--- src/rtl/memory_access_stage_pkg.sv ---
// Shared widths and bus-master state encoding for the memory access stage.
package memory_access_stage_pkg;

    localparam int BUS_MSB = 31;
    localparam int BUS_W   = BUS_MSB + 1;

    typedef enum logic [1:0] {
        ST_IDLE = 2'd0,
        ST_WAIT = 2'd1,
        ST_DONE = 2'd2
    } bus_state_t;

    typedef logic [BUS_MSB:0] word_t;

endpackage

--- src/rtl/memory_bus_master.sv ---
// Single-outstanding bus master: issues one load/store, waits for ack
// or timeout, then spends one DONE cycle letting the pipeline advance.
module memory_bus_master
    import memory_access_stage_pkg::*;
#(
    parameter int BUS_TIMEOUT = 15
) (
    input  logic  i_Clk,
    input  logic  i_Rst,
    input  logic  i_Access,
    input  logic  i_IsWrite,
    input  word_t i_Addr,
    input  word_t i_WData,
    input  logic  i_BusAck,
    input  word_t i_BusRData,
    output logic  o_BusReq,
    output logic  o_BusWe,
    output word_t o_BusAddr,
    output word_t o_BusWData,
    output logic  o_BusErr,
    output word_t o_MemData,
    output logic  o_Idle,
    output logic  o_Wait
);

    localparam int CW = $clog2(BUS_TIMEOUT + 1);
    localparam logic [CW-1:0] CNT_LAST = CW'(BUS_TIMEOUT - 1);

    bus_state_t    state;
    logic [CW-1:0] cnt;
    logic          timeout;

    assign timeout = (cnt == CNT_LAST);
    assign o_Idle  = (state == ST_IDLE);
    assign o_Wait  = (state == ST_WAIT);

    always_ff @(posedge i_Clk) begin
        if (i_Rst) begin
            state      <= ST_IDLE;
            cnt        <= '0;
            o_BusReq   <= 1'b0;
            o_BusWe    <= 1'b0;
            o_BusAddr  <= '0;
            o_BusWData <= '0;
            o_MemData  <= '0;
            o_BusErr   <= 1'b0;
        end else begin
            o_BusErr <= 1'b0;
            unique case (state)
                ST_IDLE: begin
                    if (i_Access) begin
                        o_BusAddr  <= i_Addr;
                        o_BusWData <= i_WData;
                        o_BusWe    <= i_IsWrite;
                        o_BusReq   <= 1'b1;
                        cnt        <= '0;
                        state      <= ST_WAIT;
                    end
                end
                ST_WAIT: begin
                    // ack takes priority over a timeout in the same cycle
                    if (i_BusAck) begin
                        if (!o_BusWe) o_MemData <= i_BusRData;
                        o_BusReq <= 1'b0;
                        state    <= ST_DONE;
                    end else if (timeout) begin
                        if (!o_BusWe) o_MemData <= '0;
                        o_BusReq <= 1'b0;
                        o_BusErr <= 1'b1;
                        state    <= ST_DONE;
                    end else begin
                        cnt <= cnt + 1'b1;
                    end
                end
                ST_DONE: begin
                    state <= ST_IDLE;
                end
                default: begin
                    state <= ST_IDLE;
                end
            endcase
        end
    end

endmodule

--- src/rtl/memory_access_stage.sv ---
// MEM stage: combinational pass-through to MEM/WB plus a stalling
// bus master for loads and stores.
module memory_access_stage
    import memory_access_stage_pkg::*;
#(
    parameter int BUS_TIMEOUT = 15
) (
    input  logic        i_Clk,
    input  logic        i_Rst,
    input  word_t       i_ProgramCounter,
    input  logic [4:0]  i_IrRst,
    input  word_t       i_AluOut,
    input  word_t       i_StoreData,
    input  word_t       i_Imm22,
    input  logic        i_WrEnRf,
    input  logic        i_MemRead,
    input  logic        i_MemWrite,
    input  logic [1:0]  i_RfDataInSel,
    output word_t       o_ProgramCounter,
    output logic [4:0]  o_IrRst,
    output word_t       o_AluOut,
    output word_t       o_Imm22,
    output logic        o_WrEnRf,
    output logic [1:0]  o_RfDataInSel,
    output word_t       o_MemData,
    output logic        o_Stall,
    output logic        o_BusReq,
    output logic        o_BusWe,
    output word_t       o_BusAddr,
    output word_t       o_BusWData,
    input  logic        i_BusAck,
    input  word_t       i_BusRData,
    output logic        o_BusErr
);

    logic access;
    logic bm_idle;
    logic bm_wait;

    assign access = i_MemRead | i_MemWrite;

    assign o_ProgramCounter = i_ProgramCounter;
    assign o_IrRst          = i_IrRst;
    assign o_AluOut         = i_AluOut;
    assign o_Imm22          = i_Imm22;
    assign o_WrEnRf         = i_WrEnRf;
    assign o_RfDataInSel    = i_RfDataInSel;

    // DONE is the one non-stalled cycle that lets the pipeline step
    assign o_Stall = ~i_Rst & ((bm_idle & access) | bm_wait);

    memory_bus_master #(
        .BUS_TIMEOUT(BUS_TIMEOUT)
    ) u_bus_master (
        .i_Clk      (i_Clk),
        .i_Rst      (i_Rst),
        .i_Access   (access),
        .i_IsWrite  (i_MemWrite),
        .i_Addr     (i_AluOut),
        .i_WData    (i_StoreData),
        .i_BusAck   (i_BusAck),
        .i_BusRData (i_BusRData),
        .o_BusReq   (o_BusReq),
        .o_BusWe    (o_BusWe),
        .o_BusAddr  (o_BusAddr),
        .o_BusWData (o_BusWData),
        .o_BusErr   (o_BusErr),
        .o_MemData  (o_MemData),
        .o_Idle     (bm_idle),
        .o_Wait     (bm_wait)
    );

endmodule

--- config.mk ---
export PLATFORM = sky130hd
export DESIGN_NAME = memory_access_stage
export DESIGN_NICKNAME = d
export VERILOG_FILES = /design/src/rtl/memory_access_stage_pkg.sv /design/src/rtl/memory_bus_master.sv /design/src/rtl/memory_access_stage.sv
export SDC_FILE = /design/constraint.sdc
export NUM_CORES = 1
export LEC_CHECK = 0
export CORE_AREA = 2 2 148 150
export CTS_BUF_LIST = sky130_fd_sc_hd__clkbuf_2
export DETAILED_ROUTE_END_ITERATION = 7
export DIE_AREA = 0 0 150 152
export GPL_TIMING_DRIVEN = 0
export SYNTH_ARGS = -nofsm -noshare
export SYNTH_HDL_FRONTEND = slang
export SYNTH_HIERARCHICAL = 1
export SYNTH_SLANG_ARGS = --single-unit
--- constraint.sdc ---
create_clock -name i_Clk -period 1.35 [get_ports i_Clk]
set_input_delay 0.27 -clock i_Clk [delete_from_list [all_inputs] [get_ports i_Clk]]
set_output_delay 0.27 -clock i_Clk [all_outputs]
set_load 0.005 [all_outputs]
==> summary.md <==
| Metric | Value |
|---|---|
| Die footprint | `22800 um2` |
| Global-route wire length before repair | `26.7 mm` |
| Min-Delay Path Class | `input pin to flop` |
| Average size of a mapped cell | `between 7 and 8 um2` |
| Worst path required time | `roughly 1.1 ns` |
| CTS HTree Levels | `3` |
| Final Hold Violating Endpoints | `0` |
| Relative slew slack | `0.524` |
| Highest Clock Rate | `533 MHz` |
| Routed Antenna Nets | `0` |
| DRT Pass-1 Iters | `5` |
| Post-Route WL | `18.4 mm` |
| Hold Path Cell Cnt | `3` |
| Crit path max-delay family | `flip-flops` |
| Arrival time at the worst endpoint | `1.61 ns` |
| Critical path class | `flop to primary output` |
| R2R Path Start | `u_bus_master/state[1]` |
| Via Count | `5136` |
| CP cell instances | `buf_6 > nor2_1 > o21ai_1 > a21oi_2 > buf_2` |
| Worst path max stage delay | `0.42 ns` |
| FF+latch count, synth | `105` |
| Area Overhead vs Synth | `93.2%` |
| Synthesized instance count | `581` |
| Die Y | `152 um` |
| Core area | `21400 um2` |
| Async set-reset flop share out of synthesis | `0` |
| Levels on crit path | `5` |
| Routability cong. | `between 0.7 and 0.8` |
| Worst-path clk slew | `0.34 ns` |
| Crit. End Element | `primary output` |
| CTS tree | `done` |
| Final worst slack | `-0.527 ns` |
| Hold Path Origin | `i_BusAck` |
| Finished Cell Area | `between 8000 and 9000 um2` |
| Mapped Nets | `756` |
| Violated checks | `setup timing` |
| Starting Density | `0.217` |
| Power, Total | `~7.6 mW` |
| Rows | `54` |
| Total track usage | `0.149` |
| Startpoint type of the worst setup path | `flop` |
| Worst path bufs/invs | `2` |
| Worst R2R Path Depth | `6` |
| Pin count of the biggest net entering global routing | `20` |
| Slew Limit Fails | `0` |
| CTS root buf | `clkbuf_2` |
| Worst vdd ir | `378 uV` |
| Clock sink count | `105` |
| Clk buf depth | `2` |
| Vias per inst | `4.20` |
| Static leakage | `approximately 3.8 nW` |
| Synth Warn # | `6` |
| Placed Area | `8030 um2` |
| Worst slew pin tran | `0.714 ns` |
| Ant. Diodes | `0` |
| Final min period | `1.88 ns` |
| Worst skew pair latency | `0.62 ns` |
| Final-report setup violation count | `203` |
| RSZ-0062 raised after global routing | `true` |
| Grt total ovfl | `0` |
| CTS buffer count | `9` |
| Crit path launch | `u_bus_master/state[1]` |
| Fraction of layout cells with a size suffix above 1 | `0.450` |
| WL/cell | `15.0 um` |
| IO Pins | `377` |
| Ys flop type | `dfxtp_1` |
| Max Fanout on Critical Path | `5` |
| Pwr Density | `approximately 850 nW/um2` |
| Slowest CP cell | `dfxtp_4` |
| Seq/Total Area, Yosys | `0.454` |
| Antenna violations before repair | `0` |
| Nets | `1114` |
| Total Negative Setup Slacks | `-25.78 ns` |
| Synth cell types | `29` |
| Detailed Place HPWL | `13.4 mm` |
| Max Clock Skew | `0.0372 ns` |
| Die Wd | `150 um` |
| MaxCap Viol Count | `0` |
| Post-synthesis cell area | `4630 um2` |
| Outcome | `finished, violations left` |
| Vias in the first global route | `approximately 5000` |
| DRC | `0` |
| Period utilization | `1.39` |
| Post-synth EDFFs | `0` |
| Starting DRC count in detailed routing | `~140` |
| Port bufs | `303` |
metal layers:
metal	routed length, um	up-vias	GRT usage
met5	0	-	0
met4	229	0	0.0355
met3	1570	17	0.0471
met2	9230	223	0.266
met1	7360	2367	0.171
li1	-	2529	-
stage by stage:
stage	util	cells	hold WS (ns)	worst slack, ns
3_3_place_gp	0.376	1164	0.441	-1.07
6_report	0.419	1224	0.0990	-0.527
5_1_grt	0.419	1224	0.0110	-0.705
2_1_floorplan	-	581	0.406	0.0123
3_5_place_dp	0.376	1164	0.445	-1.09
4_1_cts	0.398	1213	0.00467	-0.659
final cells by class:
class,count,area [um2]
Sequential cell,105,2230
Clock inverter,7,90.1
Tap cell,280,350
Multi-Input combinational cell,327,1670
Buffer,145,1100
Inverter,3,16.3
Clock buffer,9,45.0
Fill cell,2183,12400
Timing Repair Buffer,348,3450
logic make-up (layout without fill, tap and decap cells):
logic type,Yosys count,in the layout,synth area share
AO/OA/AOI/OAI,145,145,0.163
buffers and inverters,149,512,0.211
AND/OR/NAND/NOR,180,180,0.166
flip-flops,105,105,0.454
adder cells (fa/ha/maj),2,2,0.00540
report_power, final:
group / leakage, nW / total (mW) / switching, mW / internal [mW]
combinational: 2.82 / 2.43 / 0.942 / 1.49
sequential: 0.902 / 3.49 / 0.134 / 3.36
clock: 0.0734 / 1.69 / 1.22 / 0.468
total: 3.79 / 7.61 / 2.30 / 5.31
synth_stat cells, types with 2 or more instances:
cell type	number	area share
buf_4	104	0.17
nor2_1	2	0.0016
nor3b_2	2	0.0054
dfxtp_1	105	0.45
o211ai_1	4	0.0065
buf_2	18	0.019
nand2_1	130	0.11
or3b_1	2	0.0038
inv_1	2	0.0016
o21ai_1	34	0.037
clkbuf_1	23	0.019
ha_1	2	0.0054
nand3_1	35	0.038
a21oi_1	103	0.11
worst register-to-register path: cells and delay by family, from the launching register on:
family | cells | cell delay (ns)
buffers and inverters | 3 | 0.56
AND/OR/NAND/NOR | 2 | 0.56
AO/OA/AOI/OAI | 1 | 0.16
flip-flops | 1 | 0.42
flip-flops by register name, indices dropped and copies added, names as in the netlist:
name / flops
u_bus_master/o_BusAddr: 32
u_bus_master/o_BusWData: 32
u_bus_master/o_MemData: 32
u_bus_master/cnt: 4
u_bus_master/state: 2
u_bus_master/o_BusErr: 1
u_bus_master/o_BusReq: 1
u_bus_master/o_BusWe: 1
what timing repair did:
item	4_1_cts	5_1_grt
cloned	1	6
setup buffers	11	6
hold buffers	21	0
setup endpoints to repair	236	211
endpoints found under the hold margin	21	0
gates resized for setup	659	76
pin swaps	1	8
worst paths after layout:
kind | endpoint | slack [ns]
setup / recovery | o_Stall | -0.53
hold / removal | u_bus_master/o_MemData[31] | 0.1
setup reg to reg | u_bus_master/o_MemData[2] | -0.44
hold reg to reg | u_bus_master/o_BusAddr[25] | 0.47
layout by cell type, fill, tap and decap left out, types with 15 or more instances in the layout:
cell / n
a21oi_1: 91
buf_2: 37
buf_4: 130
buf_6: 81
clkbuf_1: 15
clkdlybuf4s50_1: 164
dfxtp_2: 101
dlygate4sd3_1: 21
nand2_1: 118
nand3_1: 35
o21ai_1: 34
(Power assumes the default switching activity.)
